<file path="config.mk">
export PLATFORM = sky130hd
export DESIGN_NAME = gcd_controller
export DESIGN_NICKNAME = d
export VERILOG_FILES = /design/src/rtl/gcd_controller.sv
export SDC_FILE = /design/constraint.sdc
export NUM_CORES = 1
export LEC_CHECK = 0
export BUFFER_PORTS_ARGS = -buffer_cell sky130_fd_sc_hd__buf_2
export CAP_MARGIN = 40
export CORE_AREA = 4 4 41 43
export CTS_CLUSTER_SIZE = 30
export DETAILED_ROUTE_END_ITERATION = 16
export DIE_AREA = 0 0 45 47
export PLACE_DENSITY_LB_ADDON = 0.1
export SLEW_MARGIN = 5
export SYNTH_ARGS = -nofsm -noshare
export SYNTH_HDL_FRONTEND = slang
export SYNTH_SLANG_ARGS = --single-unit
</file>
<file path="constraint.sdc">
create_clock -name clk -period 1.25 [get_ports clk]
set_input_delay 0.0625 -clock clk [delete_from_list [all_inputs] [get_ports clk]]
set_output_delay 0.0625 -clock clk [all_outputs]
set_load 0.02 [all_outputs]
</file>
<file path="src/rtl/gcd_controller.sv">
// Control FSM for the 16-bit subtractive GCD datapath: operand entry handshake, subtract
// sequencing from the comparator flags, and start/done to the host. Optional GCD_TIMEOUT_EN.
module gcd_controller #(
    parameter int unsigned MAX_ITER = 65535,
    parameter int unsigned ITER_W   = 16
) (
    input  logic clk,
    input  logic rst,
    input  logic start,
    input  logic in_valid,
    output logic in_ready,
    input  logic gt,
    input  logic lt,
    input  logic eq,
    output logic ldA,
    output logic ldB,
    output logic sel1,
    output logic sel2,
    output logic sel_in,
    output logic busy,
    output logic done,
    output logic err
);

    localparam logic [2:0] S_IDLE   = 3'd0;
    localparam logic [2:0] S_LOAD_A = 3'd1;
    localparam logic [2:0] S_LOAD_B = 3'd2;
    localparam logic [2:0] S_CALC   = 3'd3;
    localparam logic [2:0] S_DONE   = 3'd4;

    logic [2:0] state_q, state_d;
    logic       timeout;

`ifdef GCD_TIMEOUT_EN
    localparam logic [ITER_W-1:0] MaxCnt = ITER_W'(MAX_ITER);

    logic [ITER_W-1:0] cnt_q, cnt_d;
    logic              err_q, err_d;

    // eq has priority, so a run finishing on the last allowed cycle is not an abort
    assign timeout = (state_q == S_CALC) && !eq && (cnt_q == MaxCnt);

    always_comb begin
        cnt_d = cnt_q;
        err_d = err_q;
        if (state_q == S_IDLE && start) begin
            cnt_d = '0;
            err_d = 1'b0;
        end else if (state_q == S_CALC && (ldA || ldB)) begin
            cnt_d = cnt_q + ITER_W'(1);
        end
        if (timeout) begin
            err_d = 1'b1;
        end
    end

    always_ff @(posedge clk) begin
        if (rst) begin
            cnt_q <= '0;
            err_q <= 1'b0;
        end else begin
            cnt_q <= cnt_d;
            err_q <= err_d;
        end
    end

    assign err = err_q;
`else
    logic unused_cfg;
    assign unused_cfg = ^{MAX_ITER, ITER_W};
    assign timeout    = 1'b0;
    assign err        = 1'b0;
`endif

    always_comb begin
        state_d  = state_q;
        ldA      = 1'b0;
        ldB      = 1'b0;
        sel1     = 1'b0;
        sel2     = 1'b0;
        sel_in   = 1'b0;
        in_ready = 1'b0;
        busy     = 1'b0;
        done     = 1'b0;
        case (state_q)
            S_IDLE: begin
                if (start) begin
                    state_d = S_LOAD_A;
                end
            end
            S_LOAD_A: begin
                busy     = 1'b1;
                in_ready = 1'b1;
                sel_in   = 1'b1;
                if (in_valid) begin
                    ldA     = 1'b1;
                    state_d = S_LOAD_B;
                end
            end
            S_LOAD_B: begin
                busy     = 1'b1;
                in_ready = 1'b1;
                sel_in   = 1'b1;
                if (in_valid) begin
                    ldB     = 1'b1;
                    state_d = S_CALC;
                end
            end
            S_CALC: begin
                busy = 1'b1;
                if (eq || timeout) begin
                    state_d = S_DONE;
                end else if (gt) begin
                    sel2 = 1'b1;
                    ldA  = 1'b1;
                end else if (lt) begin
                    sel1 = 1'b1;
                    ldB  = 1'b1;
                end else begin
                    // no flag set cannot come from a sane comparator; finish rather than spin
                    state_d = S_DONE;
                end
            end
            S_DONE: begin
                busy    = 1'b1;
                done    = 1'b1;
                state_d = S_IDLE;
            end
            default: begin
                state_d = S_IDLE;
            end
        endcase
    end

    always_ff @(posedge clk) begin
        if (rst) begin
            state_q <= S_IDLE;
        end else begin
            state_q <= state_d;
        end
    end

endmodule

</file>
==> results.tsv <==
metric	value	unit
ys_ff_latch	3	
ir_drop	0.457	mV
h-tree-depth	1	
r2r_cells	4	
finalMaxSlewViolations	0	
clock_path_buffers	2	
grt_pass1_wl	1.03	mm
core_area	0.00130	mm²
synth_fp_nets	42	
drc	0	
setup_viol	0	
fin_nets	59	
max_cap_viol_count	0	
port_buffers	14	
die_h	47	µm
grt_pass1_vias	256	
drt-vias-per-instance	4.56	
cts_root_buf	clkbuf_4	
dp.cells	61	
clk-insertion-delay-late	0.23	ns
crit_required	1.19	ns
ant_nets	0	
final_area	425	µm²
synth-seq-area-share	0.194	
drt-initial-drc-count	3	
clkTransAtPathRegs	0.04	ns
holdBufCountCts	0	
grt_max_degree	10	
start_kind	flip-flop	
crit_arrival	1.15	ns
finalPower	447	µW
leakagePower	0.185	nW
reg2reg_from	state_q[0]$_SDFFE_PP0P_	
r2r_end	state_q[0]$_SDFFE_PP0P_	
start_util	0.238	
grt_overflow_total	0	
dieArea	0.00212	mm²
max_freq	0.828	GHz
rows	13	
whs_endpoint	state_q[1]$_SDFFE_PP0P_	
regMostFlops	state_q	
hpwl	550	µm
synth_area_per_cell	8.87	µm²
fin_skew	0.000522	ns
ys.warnings.count	0	
largest_reg_flops	3	
dr_total_vias	301	
syn-instance-count	35	
outcome	finished, final reports clean	
syn_area	310	µm²
routed_wl	691	µm
rsz0062_at_grt	true	
final_cells	66	
path_class	reg -> out	
grtUsageTotal	0.0703	
crit_fanout	6	
min-delay-start	rst	
hold_viol_final	0	
n_antenna_cell	0	
cts_tree	done	
holdPathStages	2	
cellPowerDensity	1050	mW/mm²
antenna_found_initial	0	
dr.pass1.iters	4	
setup.worst_path.end_class	primary output	
min_path_type	in -> reg	
r2r_slack	0.27	ns
area_delta_synth_final	37.1	%
clock_sinks	3	
synth_cell_type_count	24	
placed_cell_area	362	µm²
cts_made_buffers	3	
ios	16	
period_share	0.966	
globalplace.congestion	0.707	
drive_above_1_share	0.627	
largestRegisters	state_q x3	
chipWidth	45	µm
wl_per_cell	10.5	µm
period_needed	1.21	ns
## critical path, cell delays in order (launching register included)
cell and delay [ns]:
dfxtp_4 0.37, and4bb_4 0.25, and3b_2 0.18, buf_6 0.11
## cell usage after synthesis (all sizes together)
library cell,count,area share
nand3b,1,0.024
and2,2,0.048
a21oi,1,0.016
dfxtp,3,0.19
nor3b,4,0.11
buf,5,0.17
inv,1,0.012
a211oi,1,0.024
and4bb,1,0.052
a2bb2oi,1,0.028
and3b,1,0.032
conb,1,0.012
o21ai,2,0.044
xnor2,2,0.056
o22ai,1,0.040
nor2,3,0.036
a31oi,1,0.020
nor3,2,0.032
mux2i,1,0.032
nand2,1,0.012
## power breakdown
group          internal (mW)  switching [mW]  total, mW
registers              0.105          0.0105      0.116
logic                 0.0708          0.0890      0.160
clock network          0.120          0.0517      0.171
## cell type report
| type | instances | area, µm² |
|---|---|---|
| multi-input combinational | 26 | 208 |
| tap | 15 | 18.8 |
| timing repair buffer | 17 | 104 |
| inverter | 1 | 3.75 |
| clock buffer | 4 | 26.3 |
| sequential | 3 | 65.1 |
| fill | 152 | 876 |
## how the worst max path moves through the flow
stage | startpoint | end | slack, ns | cells after the start
floorplan | state_q[1]$_SDFFE_PP0P_ | ldA | 0.07 | 4
global placement | state_q[1]$_SDFFE_PP0P_ | sel1 | 0.12 | 3
detailed placement | state_q[1]$_SDFFE_PP0P_ | sel1 | 0.10 | 3
CTS | state_q[1]$_SDFFE_PP0P_ | sel1 | 0.01 | 3
global route | state_q[1]$_SDFFE_PP0P_ | sel1 | -0.01 | 3
finish | state_q[1]$_SDFFE_PP0P_ | sel1 | 0.04 | 3
## repair_timing
action / in CTS / in global routing
endpoints found under the setup margin: 6 / 3
pin swaps: 0 / 4
hold endpoints to repair: 0 / 0
cloned: 0 / 0
resized for setup: 4 / 6
buffers inserted: 1 / 0
## routing by layer
layer	global-route usage	routed length [µm]	vias up	part of all wire
li1	-	-	153	-
met1	0.0818	264	136	0.38
met2	0.107	351	12	0.51
met3	0.0460	74	0	0.11
met4	0.0175	0	0	0
met5	0	0	-	0
## cells in the final DEF (no fill, tap or decap), types with 2 or more instances in the layout
cell | Yosys | routed
nor3b_2 | 1 | 2
xnor2_1 | 2 | 2
clkbuf_4 | 0 | 3
nor3b_1 | 3 | 2
buf_4 | 2 | 5
and2_2 | 2 | 2
buf_2 | 0 | 11
nor2_1 | 3 | 3
nor3_1 | 2 | 2
## logic make-up after synthesis
logic type                count (synthesis)  share of synthesized area
and+or+nand+nor                          15                      0.351
AOI/OAI and AO/OA                         7                      0.173
buffers and inverters                     6                      0.181
DFF                                       3                      0.194
xor gates and xnor gates                  2                     0.0565
muxes                                     1                     0.0323
other                                     1                     0.0121
## through the flow
| stage | setup WS, ns | hold slack [ns] | util | setup TNS (ns) |
|---|---|---|---|---|
| 2_1_floorplan | 0.0681 | 0.132 | - | 0 |
| 4_1_cts | 0.0122 | 0.0315 | 0.310 | 0 |
| 5_1_grt | -0.0127 | 0.0471 | 0.327 | -0.0249 |
| 3_3_place_gp | 0.115 | 0.290 | 0.278 | 0 |
| 3_5_place_dp | 0.101 | 0.298 | 0.278 | 0 |
| 6_report | 0.0420 | 0.0423 | 0.327 | 0 |
Note: power is estimated with default switching activity, not from simulation.
